## src/rtl/updown_counter_pkg.sv

```systemverilog
// updown_counter_pkg: shared types for the up/down counter and its priority decode.
// Pure declarations; no state, no latency, no flow control.
package updown_counter_pkg;

    typedef enum logic {
        DIR_DOWN = 1'b0,
        DIR_UP   = 1'b1
    } dir_e;

    typedef enum logic [1:0] {
        OP_HOLD,
        OP_CLEAR,
        OP_LOAD,
        OP_STEP
    } op_e;

    // clear beats load beats enable; anything else holds
    function automatic op_e decode_op(input logic clear, input logic load, input logic enable);
        if (clear) begin
            return OP_CLEAR;
        end else if (load) begin
            return OP_LOAD;
        end else if (enable) begin
            return OP_STEP;
        end
        return OP_HOLD;
    endfunction

endpackage

```

## src/rtl/updown_counter_next.sv

```systemverilog
// updown_counter_next: combinational next count and boundary-event for one decoded operation.
// Zero latency; no flow control (pure function of its inputs).
module updown_counter_next
    import updown_counter_pkg::*;
#(
    parameter int              WIDTH    = 4,
    parameter longint unsigned MAX_VAL  = (64'd1 << WIDTH) - 64'd1,
    parameter int              SATURATE = 0
) (
    input  op_e              op_i,
    input  dir_e             dir_i,
    input  logic [WIDTH-1:0] count_i,
    input  logic [WIDTH-1:0] load_data_i,
    output logic [WIDTH-1:0] count_o,
    output logic             wrap_o
);

    localparam logic [WIDTH-1:0] MAX_W = MAX_VAL[WIDTH-1:0];
    localparam logic [WIDTH-1:0] ONE_W = WIDTH'(1);

    always_comb begin
        count_o = count_i;
        wrap_o  = 1'b0;
        case (op_i)
            OP_CLEAR: begin
                count_o = '0;
            end
            OP_LOAD: begin
                count_o = (load_data_i > MAX_W) ? MAX_W : load_data_i;
            end
            OP_STEP: begin
                if (dir_i == DIR_UP) begin
                    if (count_i == MAX_W) begin
                        wrap_o = 1'b1;
                        if (SATURATE == 0) begin
                            count_o = '0;
                        end
                    end else begin
                        count_o = count_i + ONE_W;
                    end
                end else begin
                    // saturating at a boundary still flags the event every cycle
                    if (count_i == '0) begin
                        wrap_o = 1'b1;
                        if (SATURATE == 0) begin
                            count_o = MAX_W;
                        end
                    end else begin
                        count_o = count_i - ONE_W;
                    end
                end
            end
            default: begin
                count_o = count_i;
            end
        endcase
    end

endmodule

```

## src/rtl/updown_counter_n.sv

```systemverilog
// updown_counter_n: modulo-N up/down counter, wrap or saturate; sticky ovf under UPDOWN_COUNTER_OVF_STICKY_EN.
// Latency: count/wrap one edge after controls are sampled, tc combinational; no backpressure.
module updown_counter_n
    import updown_counter_pkg::*;
#(
    parameter int              WIDTH    = 4,
    parameter longint unsigned MAX_VAL  = (64'd1 << WIDTH) - 64'd1,
    parameter int              SATURATE = 0
) (
    input  logic             clk,
    input  logic             reset_n,
    input  logic             clear,
    input  logic             load,
    input  logic [WIDTH-1:0] load_data,
    input  logic             enable,
    input  logic             up_dn,
`ifdef UPDOWN_COUNTER_OVF_STICKY_EN
    input  logic             ovf_clr,
    output logic             ovf,
`endif
    output logic [WIDTH-1:0] count,
    output logic             tc,
    output logic             wrap
);

    localparam logic [WIDTH-1:0] MAX_W = MAX_VAL[WIDTH-1:0];

    op_e              op;
    dir_e             dir;
    logic [WIDTH-1:0] count_q;
    logic [WIDTH-1:0] count_d;
    logic             wrap_q;
    logic             wrap_d;

    assign dir = dir_e'(up_dn);
    assign op  = decode_op(clear, load, enable);

    updown_counter_next #(
        .WIDTH    (WIDTH),
        .MAX_VAL  (MAX_VAL),
        .SATURATE (SATURATE)
    ) u_next (
        .op_i        (op),
        .dir_i       (dir),
        .count_i     (count_q),
        .load_data_i (load_data),
        .count_o     (count_d),
        .wrap_o      (wrap_d)
    );

    always_ff @(posedge clk or negedge reset_n) begin
        if (!reset_n) begin
            count_q <= '0;
            wrap_q  <= 1'b0;
        end else begin
            count_q <= count_d;
            wrap_q  <= wrap_d;
        end
    end

    assign count = count_q;
    assign wrap  = wrap_q;
    assign tc    = ((dir == DIR_UP) && (count_q == MAX_W)) || ((dir == DIR_DOWN) && (count_q == '0));

`ifdef UPDOWN_COUNTER_OVF_STICKY_EN
    logic ovf_q;
    logic ovf_d;

    // a new boundary event outranks a same-edge clear request
    always_comb begin
        ovf_d = ovf_q;
        if (wrap_d) begin
            ovf_d = 1'b1;
        end else if (ovf_clr || clear) begin
            ovf_d = 1'b0;
        end
    end

    always_ff @(posedge clk or negedge reset_n) begin
        if (!reset_n) begin
            ovf_q <= 1'b0;
        end else begin
            ovf_q <= ovf_d;
        end
    end

    assign ovf = ovf_q;
`endif

endmodule

```

## config.mk

```make
export PLATFORM = sky130hd
export DESIGN_NAME = updown_counter_n
export DESIGN_NICKNAME = d
export VERILOG_FILES = /design/src/rtl/updown_counter_pkg.sv /design/src/rtl/updown_counter_next.sv /design/src/rtl/updown_counter_n.sv
export SDC_FILE = /design/constraint.sdc
export NUM_CORES = 1
export LEC_CHECK = 0
export ABC_AREA = 1
export CORE_AREA = 2 2 39 41
export CTS_CLUSTER_DIAMETER = 50
export DETAILED_ROUTE_END_ITERATION = 8
export DIE_AREA = 0 0 41 43
export GPL_TIMING_DRIVEN = 0
export HOLD_SLACK_MARGIN = 0.08
export PLACE_DENSITY_LB_ADDON = 0.3
export SLEW_MARGIN = 20
export SYNTH_ARGS = -nofsm -noshare
export SYNTH_HDL_FRONTEND = slang
export SYNTH_HIERARCHICAL = 1
export SYNTH_SLANG_ARGS = --single-unit
export TNS_END_PERCENT = 1
```

## constraint.sdc

```tcl
create_clock -name clk -period 1.2 [get_ports clk]
set_input_delay 0.18 -clock clk [delete_from_list [all_inputs] [get_ports clk]]
set_output_delay 0.18 -clock clk [all_outputs]
set_load 0.02 [all_outputs]
```

==> results.ini <==
[placed_design]
post-dp-hpwl_um = 747
io_buffers = 15
gp_congestion = 0.838
dp.cells = 105

[clock_network]
clockRootBuffer = clkbuf_4
numCtsBuffers = 3
cts_tree = yes
clk_pin_slew_worst_paths_ns = 0.04
h-tree-depth = 1
holdBufCountCts = 0
insertion_delay_ns = 0.24
cts_sinks = 5
cts_buffer_depth = 2

[timing]
finalHoldViolCount = 0
worst_pin_slew_ns = 0.243
min_period_ns = 1.25
slew_headroom = 0.838
max_freq_mhz = 799
finClkSkew_ns = 0.00197
rsz0062_at_grt = true
post-route-period-util = 1.04
setup-violations-final = 2
slew_violations = 0
layout_setup_ws_ns = -0.0510

[worst_setup_path]
ff2ff_setup_slack_ns = 0.02
crit_arrival_ns = 1.07
r2r-start = count[0]$_DFF_PN0_
crit_path_max_fanout = 8
worst_setup_path_end_kind = output port
r2r_end = count[0]$_DFF_PN0_
worstPathRequired_ns = 1.02
worstSetupPathType = reg -> out
ff2ff_path_depth = 8
startpoint_type = register

[synthesis]
synthSimpleGateAreaFrac = 0.473
synthMuxAreaShare = 0
synth_fp_nets = 86
ys_ff_latch = 5
ys_top_cells_by_area = dfrtp_1, nand2_1, nand3_1, inv_1, nor2_1
yosys.area_share.xor_xnor = 0.0190
syn_area_sq_um = 460
synth_sequential_area_ratio = 0.272
synth_top_family_by_area = simple AND/OR/NAND/NOR gates
synthDominantCellAreaShare = 0.272
synth_compound_area_frac = 0.0761
post-synth-top-area-cell = dfrtp_1
synth_cells = 74
ys.warnings.count = 6
synthDistinctLibCells = 17
syn_avg_cell_area_sq_um = 6.22
synthAdderAreaFrac = 0.0543

[route]
drt-wirelength-per-cell_um = 8.76
dr.pass1.iters = 4
final_antenna_net_count = 0
vias = 517
drc = 0
drtIter0Drc = 10
wirelength_um = 999
vias_per_cell = 4.54

[cells_and_area]
final_util = 0.515
drive_gt1_frac = 0.255
instances_no_fill = 114
final_nets = 111
areaGrowthSynthToFinish_pct = 54.9
diodes = 0

[floorplanning]
die_height_um = 43
ios = 16
die_area_sq_mm = 0.00176
die_x_um = 41
num_rows = 14
initial_core_util = 0.333
coreArea_sq_mm = 0.00138

[global_route]
grt_use_total = 0.126
met2_usage = 0.188
grt-busiest-layer = met2
grt_pass1_vias = 375
grt-ovfl-total = 0
grt_pass1_wl_um = 1510
use_met1 = 0.174
antenna_found_initial = 0
grt_max_degree = 10
grt_util_met3 = 0.0314

[min_path]
hold_class = in -> async

[outcome]
run_status = complete, but fails checks
violations = negative setup slack

[power]
p_leak_nw = 0.383
vdd_drop_max_uv = 541
power_density_mw_per_mm2 = 1130
comb_power_share = 0.476
seqPwrFrac = 0.291
p_clk_frac = 0.233
internal_power_mw = 0.507
p_sw_mw = 0.299
netSwitchingFraction = 0.371
finalPower_mw = 0.806

[job]
maxCapViolCount = 0

-- routing by layer --
layer | wire [um] | vias up
li1 | - | 284
met1 | 436 | 213
met2 | 501 | 20
met3 | 61 | 0
met4 | 0 | 0
met5 | 0 | -
-- worst max-delay path, cell delays in order (launching register included) --
cell and delay [ns]:
dfrtp_2 0.46, nor2_1 0.11, nand3_1 0.07, nand2_1 0.07, buf_6 0.11
-- registers in the layout (all words and copies together), names as in the netlist --
signal / cells
wrap: 1
count: 4
-- cell usage after synthesis, drive strengths merged --
library cell,number
nand2,27
nand3,11
inv,10
nor2,10
dfrtp,5
a21oi,3
ha,2
o21bai,2
buf,1
nand4,1
o21ai,1
xnor2,1
-- area by class of cell --
type / instances / area, sq um
repair buffers: 20 / 181
fillers: 148 / 671
plain buffers: 1 / 11.3
flip-flops and latches: 5 / 129
clock buffers: 4 / 26.3
well taps: 16 / 20.0
multi-input cells: 58 / 308
inverters: 10 / 37.5
-- cells in the final DEF, fill, tap and decap left out, drive strengths merged --
cell and n:
a21oi 3, buf 8, clkbuf 4, clkdlybuf4s15 1
clkdlybuf4s50 7, dfrtp 5, dlygate4sd2 4, dlymetal6s2s 1
ha 2, inv 10, nand2 27, nand3 11
nand4 1, nor2 10, o21ai 1, o21bai 2
xnor2 1
-- logic make-up after synthesis --
group,after synthesis
adders and majority gates,2
buffers and inverters,11
xor gates and xnor gates,1
AOI/OAI and AO/OA,6
and+or+nand+nor,49
DFF,5
-- power by group through the flow --
stage	Sequential [mW]	Combinational, mW	Clock [mW]
2_1_floorplan	0.268	0.177	0
3_3_place_gp	0.250	0.320	0
3_5_place_dp	0.251	0.323	0
4_1_cts	0.250	0.319	0.194
5_1_grt	0.240	0.426	0.208
6_report	0.235	0.383	0.188
-- per-stage QoR --
stage | TNS (ns) | hold WS [ns] | setup WS (ns) | cell area, sq um
after floorplan | 0 | -0.116 | 0.0168 | 463
after global placement | -2.44 | 0.408 | -0.607 | 633
after detailed placement | -2.45 | 0.406 | -0.605 | 633
after CTS | -0.232 | 0.154 | -0.111 | 666
after global routing | -0.440 | 0.172 | -0.125 | 713
final | -0.0763 | 0.156 | -0.0510 | 713
-- how the worst max path moves through the flow --
stage / endpoint / cells after the start / slack (ns) / start
after global routing: tc / 4 / -0.12 / count[0]$_DFF_PN0_
after detailed placement: tc / 6 / -0.61 / up_dn
final: tc / 4 / -0.05 / count[0]$_DFF_PN0_
after global placement: tc / 6 / -0.61 / up_dn
after floorplan: count[1]$_DFF_PN0_ / 4 / 0.02 / count[0]$_DFF_PN0_
after CTS: tc / 4 / -0.11 / count[3]$_DFF_PN0_
-- repair_timing --
action                     in CTS  in global routing
setup endpoints to repair      11                 10
buffers inserted                0                  5
resized for setup              17                  7
pin swaps                       1                  2
Note: power is estimated with default switching activity, not from simulation.
